--- config.mk ---
export PLATFORM = sky130hd
export DESIGN_NAME = fir_tdm_mac_flat
export DESIGN_NICKNAME = d
export VERILOG_FILES = /design/src/rtl/fir_tdm_mac_if.sv /design/src/rtl/fir_tdm_mac.sv /design/src/flat_wrapper.sv
export SDC_FILE = /design/constraint.sdc
export NUM_CORES = 2
export LEC_CHECK = 0
export BUFFER_PORTS_ARGS = -buffer_cell sky130_fd_sc_hd__clkbuf_2
export CORE_MARGIN = 2
export CORE_UTILIZATION = 25
export CTS_BUF_LIST = sky130_fd_sc_hd__clkbuf_4 sky130_fd_sc_hd__clkbuf_8 sky130_fd_sc_hd__clkbuf_16
export DETAILED_ROUTE_END_ITERATION = 8
export GPL_TIMING_DRIVEN = 0
export PLACE_DENSITY = 0.43
export SYNTH_ARGS = -nofsm -noshare
export SYNTH_HDL_FRONTEND = slang
export SYNTH_SLANG_ARGS = --single-unit
--- constraint.sdc ---
create_clock -name clk -period 11.8 [get_ports clk]
set_clock_uncertainty 0.1 [all_clocks]
set_input_delay 1.77 -clock clk [delete_from_list [all_inputs] [get_ports clk]]
set_output_delay 1.77 -clock clk [all_outputs]
set_load 0.02 [all_outputs]
--- src/rtl/fir_tdm_mac_if.sv ---
// Sample, coefficient-write and result signals of fir_tdm_mac, grouped for the source/sink side.
// Parameters must match the fir_tdm_mac instance they are connected to.
interface fir_tdm_mac_if #(
    parameter int DATA_W = 16,
    parameter int COEF_W = 16,
    parameter int TAPS   = 16,
    parameter int NCH    = 2
);
    localparam int CH_W = (NCH > 1) ? $clog2(NCH) : 1;
    localparam int AW   = $clog2(TAPS);

    logic signed [DATA_W-1:0] filter_in;
    logic [CH_W-1:0]          in_ch;
    logic                     in_valid;
    logic                     in_ready;
    logic                     coef_we;
    logic [AW-1:0]            coef_addr;
    logic signed [COEF_W-1:0] coef_wdata;
    logic signed [DATA_W-1:0] filter_out;
    logic [CH_W-1:0]          out_ch;
    logic                     out_valid;

    modport master (
        output filter_in, in_ch, in_valid, coef_we, coef_addr, coef_wdata,
        input  in_ready, filter_out, out_ch, out_valid
    );

    modport slave (
        input  filter_in, in_ch, in_valid, coef_we, coef_addr, coef_wdata,
        output in_ready, filter_out, out_ch, out_valid
    );
endinterface

--- src/rtl/fir_tdm_mac.sv ---
// Time-multiplexed FIR: one serial MAC shared by NCH channels, runtime-loadable shared coefficients.
// Define FIR_TDM_SAT_EN to saturate the output; otherwise the rounded result wraps to DATA_W bits.
module fir_tdm_mac #(
    parameter int DATA_W    = 16,
    parameter int COEF_W    = 16,
    parameter int TAPS      = 16,
    parameter int NCH       = 2,
    parameter int OUT_SHIFT = 14
) (
    input  logic         clk,
    input  logic         reset,
    input  logic         clk_enable,
    fir_tdm_mac_if.slave bus
);
    localparam int CH_W   = (NCH > 1) ? $clog2(NCH) : 1;
    localparam int AW     = $clog2(TAPS);
    localparam int PROD_W = DATA_W + COEF_W;
    localparam int ACC_W  = DATA_W + COEF_W + $clog2(TAPS);

    localparam logic [1:0] ST_IDLE  = 2'd0;
    localparam logic [1:0] ST_MAC   = 2'd1;
    localparam logic [1:0] ST_ROUND = 2'd2;

    localparam logic signed [ACC_W-1:0]  RND_HALF = {{(ACC_W-1){1'b0}}, 1'b1} << (OUT_SHIFT - 1);
    localparam logic signed [COEF_W-1:0] COEF_ONE = {{(COEF_W-1){1'b0}}, 1'b1} << OUT_SHIFT;
`ifdef FIR_TDM_SAT_EN
    localparam logic signed [ACC_W-1:0]  OUT_MAX  = {{(ACC_W-DATA_W+1){1'b0}}, {(DATA_W-1){1'b1}}};
    localparam logic signed [ACC_W-1:0]  OUT_MIN  = {{(ACC_W-DATA_W+1){1'b1}}, {(DATA_W-1){1'b0}}};
`endif

    function automatic logic signed [ACC_W-1:0] round_half_up(input logic signed [ACC_W-1:0] a);
        return (a + RND_HALF) >>> OUT_SHIFT;
    endfunction

    function automatic logic signed [DATA_W-1:0] reduce_out(input logic signed [ACC_W-1:0] r);
`ifdef FIR_TDM_SAT_EN
        if (r > OUT_MAX) return OUT_MAX[DATA_W-1:0];
        if (r < OUT_MIN) return OUT_MIN[DATA_W-1:0];
        return r[DATA_W-1:0];
`else
        return r[DATA_W-1:0];
`endif
    endfunction

    logic [1:0]               state_q, state_d;
    logic [AW-1:0]            k_q, k_d;
    logic [CH_W-1:0]          ch_q, ch_d;
    logic signed [ACC_W-1:0]  acc_q, acc_d;
    logic signed [DATA_W-1:0] x_q [NCH][TAPS];
    logic signed [DATA_W-1:0] x_d [NCH][TAPS];
    logic signed [COEF_W-1:0] coef_q [TAPS];
    logic signed [COEF_W-1:0] coef_d [TAPS];
    logic signed [DATA_W-1:0] filter_out_q, filter_out_d;
    logic [CH_W-1:0]          out_ch_q, out_ch_d;
    logic                     out_valid_q, out_valid_d;

    logic                     in_ready;
    logic                     accept;
    logic                     ch_ok;
    logic signed [PROD_W-1:0] prod;

    always_comb begin
        in_ready = (state_q == ST_IDLE) && clk_enable && !bus.coef_we && !reset;
        accept   = in_ready && bus.in_valid;
        ch_ok    = (int'(bus.in_ch) < NCH);
        prod     = PROD_W'(x_q[ch_q][k_q]) * PROD_W'(coef_q[k_q]);

        state_d      = state_q;
        k_d          = k_q;
        ch_d         = ch_q;
        acc_d        = acc_q;
        x_d          = x_q;
        coef_d       = coef_q;
        filter_out_d = filter_out_q;
        out_ch_d     = out_ch_q;
        out_valid_d  = out_valid_q;

        if (clk_enable) begin
            out_valid_d = 1'b0;
            case (state_q)
                ST_IDLE: begin
                    if (bus.coef_we) begin
                        if (int'(bus.coef_addr) < TAPS) coef_d[bus.coef_addr] = bus.coef_wdata;
                    end else if (accept && ch_ok) begin
                        // x[0] holds the newest sample of each channel
                        for (int i = TAPS - 1; i > 0; i--) x_d[bus.in_ch][i] = x_q[bus.in_ch][i-1];
                        x_d[bus.in_ch][0] = bus.filter_in;
                        ch_d    = bus.in_ch;
                        acc_d   = '0;
                        k_d     = '0;
                        state_d = ST_MAC;
                    end
                end
                ST_MAC: begin
                    acc_d = acc_q + ACC_W'(prod);
                    k_d   = k_q + AW'(1);
                    if (k_q == AW'(TAPS - 1)) state_d = ST_ROUND;
                end
                ST_ROUND: begin
                    filter_out_d = reduce_out(round_half_up(acc_q));
                    out_ch_d     = ch_q;
                    out_valid_d  = 1'b1;
                    state_d      = ST_IDLE;
                end
                default: state_d = ST_IDLE;
            endcase
        end
    end

    // Reset restores the identity filter: coef[0] is unity gain after the output shift
    always_ff @(posedge clk) begin
        if (reset) begin
            state_q <= ST_IDLE;
            k_q     <= '0;
            ch_q    <= '0;
            acc_q   <= '0;
            for (int n = 0; n < NCH; n++)
                for (int i = 0; i < TAPS; i++) x_q[n][i] <= '0;
            for (int i = 0; i < TAPS; i++) coef_q[i] <= (i == 0) ? COEF_ONE : '0;
            filter_out_q <= '0;
            out_ch_q     <= '0;
            out_valid_q  <= 1'b0;
        end else begin
            state_q      <= state_d;
            k_q          <= k_d;
            ch_q         <= ch_d;
            acc_q        <= acc_d;
            x_q          <= x_d;
            coef_q       <= coef_d;
            filter_out_q <= filter_out_d;
            out_ch_q     <= out_ch_d;
            out_valid_q  <= out_valid_d;
        end
    end

    assign bus.in_ready   = in_ready;
    assign bus.filter_out = filter_out_q;
    assign bus.out_ch     = out_ch_q;
    assign bus.out_valid  = out_valid_q;
endmodule
--- src/flat_wrapper.sv ---
// flat-port wrapper written by rule: the top's interface ports become plain ports
module fir_tdm_mac_flat 
#(
    parameter int DATA_W    = 16,
    parameter int COEF_W    = 16,
    parameter int TAPS      = 16,
    parameter int NCH       = 2,
    parameter int OUT_SHIFT = 14
)
  (clk, reset, clk_enable, bus_filter_in, bus_in_ch, bus_in_valid, bus_coef_we, bus_coef_addr, bus_coef_wdata, bus_in_ready, bus_filter_out, bus_out_ch, bus_out_valid);
  fir_tdm_mac_if #(.DATA_W(DATA_W), .COEF_W(COEF_W), .TAPS(TAPS), .NCH(NCH)) bus_i ();
  input  logic clk;
  input  logic reset;
  input  logic clk_enable;
  input wire logic [$bits(bus_i.filter_in)-1:0] bus_filter_in;
  input wire logic [$bits(bus_i.in_ch)-1:0] bus_in_ch;
  input wire logic [$bits(bus_i.in_valid)-1:0] bus_in_valid;
  input wire logic [$bits(bus_i.coef_we)-1:0] bus_coef_we;
  input wire logic [$bits(bus_i.coef_addr)-1:0] bus_coef_addr;
  input wire logic [$bits(bus_i.coef_wdata)-1:0] bus_coef_wdata;
  output wire logic [$bits(bus_i.in_ready)-1:0] bus_in_ready;
  output wire logic [$bits(bus_i.filter_out)-1:0] bus_filter_out;
  output wire logic [$bits(bus_i.out_ch)-1:0] bus_out_ch;
  output wire logic [$bits(bus_i.out_valid)-1:0] bus_out_valid;
  assign bus_i.filter_in = bus_filter_in;
  assign bus_i.in_ch = bus_in_ch;
  assign bus_i.in_valid = bus_in_valid;
  assign bus_i.coef_we = bus_coef_we;
  assign bus_i.coef_addr = bus_coef_addr;
  assign bus_i.coef_wdata = bus_coef_wdata;
  assign bus_in_ready = bus_i.in_ready;
  assign bus_filter_out = bus_i.filter_out;
  assign bus_out_ch = bus_i.out_ch;
  assign bus_out_valid = bus_i.out_valid;
  fir_tdm_mac #(.DATA_W(DATA_W), .COEF_W(COEF_W), .TAPS(TAPS), .NCH(NCH), .OUT_SHIFT(OUT_SHIFT)) u_core (.clk(clk), .reset(reset), .clk_enable(clk_enable), .bus(bus_i));
endmodule
==> impl_metrics.tcl <==
set metrics [dict create \
    p_clk_share_pct 50.2 \
    post-cts-setup-buffer-count 0 \
    p_switching_mw 1.51 \
    slew_headroom_pct -2.12 \
    crit_arrival_ns 11.71 \
    syn-num-nets 5519 \
    clk_pin_slew_ns 0.07 \
    async_reset_ff_share_pct 0 \
    tns_ns 0 \
    clockBufferDepth 3 \
    grt_pass1_vias 35600 \
    antenna_found_initial 6 \
    regArea_mm2 0.0165 \
    dr.pass1.iters 7 \
    hold_viol 0 \
    endpoint_kind "flip-flop" \
    final_cell_mix "nand2_1 (1689), a21oi_1 (832), dfxtp_1 (823)" \
    synth_top_flop_cell "dfxtp_1" \
    ir_worst_vdd_mv 0.103 \
    wire_per_inst_um 22.8 \
    setup_viol 0 \
    crit_type "flip-flop to flip-flop" \
    cellInternalPower_mw 4.60 \
    crit_path_start_kind "flip-flop" \
    portBuffers 43 \
    num_rows 155 \
    numCtsBuffers 97 \
    p_leak_nw 18.1 \
    postCtsHoldBufs 0 \
    maxCapViolCount 1 \
    max_stage_delay_ns 0.96 \
    dpl_cell_area_mm2 0.0480 \
    ios 61 \
    routed_via_density 4.79 \
    cp_top_family "adder cells" \
    fp.dieH_um 428 \
    period_minus_slack_ns 11.24 \
    num_vias 36800 \
    syn_to_final_growth_pct 14.3 \
    totalWireLength_um 176000 \
    path_buf_inv 8 \
    multi_input_area_mm2 0.0256 \
    violations "capacitance limit, slew limit" \
    crit_fanout 10 \
    cellPowerDensity_mw_per_mm2 119 \
    p_comb_share_pct 4.0 \
    antenna_left 0 \
    dp_hpwl_um 135000 \
    synthesis.area_mm2 0.0448 \
    drc_errors 0 \
    synth_edf_count 0 \
    worstSkewPairLatency_ns 0.73 \
    cpMaxStageDelayCell "buf_1" \
    grt-ovfl-total 0 \
    initialDrtViolationCount 3240 \
    die-width_um 428 \
    postSynthCellCount 5106 \
    final_common_cell "nand2_1" \
    max_freq_ghz 0.0890 \
    yosysWarnings 0 \
    grt_max_degree 16 \
    pwr-share-seq_pct 45.7 \
    post_synth_num_cell_types 69 \
    tritoncts "done" \
    p_total_mw 6.11 \
    grt_pass1_wl_um 255000 \
    rsz0062_at_grt "no" \
    worstMarginPinSlew_ns 1.53 \
    crit_top_cell "fa_1" \
    slew_violations 11 \
    cp.required_ns 12.27 \
    cts_root_buf "clkbuf_16" \
    drive_above_1_share_pct 9.88 \
    cts.sinks 823 \
    dieArea_mm2 0.183 \
    cts_htree_levels 3 \
    start_util_pct 25.1 \
    gp_congestion 0.908 \
    gr-usage-all-layers_pct 19.0 \
    status "complete, but fails checks" \
    post-route-period-util_pct 95.3 \
    yosys_register_bits 823 \
    core-area_mm2 0.178 \
    cts_resized 0 \
    final_cell_area_mm2 0.0513 \
    swShare_pct 24.7 \
    n_fill_cell 19100 \
    synth.avg_cell_area_um2 8.78 \
    min_path_type "flip-flop to flip-flop" \
    layout.nets 5662 \
    ys_seq_area_share_pct 36.7 \
]
## kinds of logic (layout without fill, tap and decap cells)
logic type / count (synthesis) / after routing / synth area share, %
buf+inv: 684 / 903 / 6.25
simple gates: 1990 / 1990 / 17.7
other cells: 0 / 1 / 0
flops: 823 / 823 / 36.7
mux: 260 / 260 / 12.5
fa+ha+maj: 371 / 371 / 15.0
xor+xnor: 53 / 53 / 1.10
compound gates: 925 / 925 / 10.8
## registers in the layout, indices dropped and copies added (netlist names)
register and count:
u_core.x_q 512, u_core.coef_q 256, u_core.acc_q 30, u_core.bus.filter_out 16, u_core.k_q 4, u_core.state_q 2
u_core.bus.out_ch 1, u_core.bus.out_valid 1, u_core.ch_q 1
## routing by layer
metal	global-route usage, %	vias to the layer above	part of all wire, %
li1	-	17100	-
met1	26.1	18400	45
met2	30.8	1087	46
met3	2.32	230	5.3
met4	6.61	2	3.4
met5	0	-	0.0051
## worst min-delay path, cell delays in order, from the launching register on
cell and delay (ns):
dfxtp_1 0.32, nand2_1 0.06, a21oi_1 0.05
## worst paths after layout
check	from	endpoint	slack, ns	cells after the start
max	u_core.k_q[2]$_SDFFE_PP0P_	u_core.acc_q[29]$_SDFFE_PP0P_	0.56	26
min	u_core.x_q[319]$_SDFFE_PP0P_	u_core.x_q[303]$_SDFFE_PP0P_	0.34	2
max reg2reg	u_core.k_q[2]$_SDFFE_PP0P_	u_core.acc_q[29]$_SDFFE_PP0P_	0.56	26
min reg2reg	u_core.x_q[319]$_SDFFE_PP0P_	u_core.x_q[303]$_SDFFE_PP0P_	0.34	2
## Yosys cell counts (5+ instances only)
library cell  number  area (um2)
a211oi_1          15         113
a21o_1            17         128
a21oi_1          832        4160
a22o_1             6        52.6
a22oi_1            7        52.6
and2_1            10        62.6
and3_1             9        56.3
buf_1             19        71.3
buf_2             29         145
buf_4             10        75.1
buf_6             14         158
clkbuf_1         288        1080
dfxtp_1          823       16500
fa_1             276        5530
ha_1              95        1190
inv_1            317        1190
mux2_2             7        78.8
mux2i_1           16         160
mux4_1            11         289
mux4_2           219        4930
nand2_1         1689        6340
nand2_2            5        31.3
nand2b_1          40         250
nand3_1           37         185
nor2_1           107         402
nor2b_1           47         294
nor3_1            14        70.1
o21ai_0           16        80.1
or2_2              6        37.5
or3_1              5        31.3
xnor2_1           30         263
xor2_1            21         184
## per-stage QoR
stage	setup slack [ns]	hold slack [ns]	instances	utilization, %
4_1_cts	0.494	0.334	7680	28.7
3_5_place_dp	0.586	0.344	7505	26.9
2_1_floorplan	3.54	0.332	5106	-
6_report	0.560	0.343	7681	28.7
3_3_place_gp	0.605	0.338	7504	26.9
5_1_grt	0.150	0.355	7681	28.7
## area by class of cell
type | count | area share, %
tap | 2355 | 5.75
sequential | 823 | 32.1
inverter | 319 | 2.34
multi-input combinational | 3599 | 49.9
clock buffer | 147 | 5.70
timing repair buffer | 44 | 0.449
antenna | 1 | 0.00488
clock inverter | 28 | 0.622
buffer | 365 | 3.14
## power by group through the flow
stage          sequential (mW)  clock [mW]  combinational (mW)
2_1_floorplan             2.85           0               0.132
3_3_place_gp              2.85           0               0.247
3_5_place_dp              2.85           0               0.247
4_1_cts                   2.79        3.13               0.247
5_1_grt                   2.79        3.25               0.260
6_report                  2.79        3.07               0.246
(Power assumes the default switching activity.)
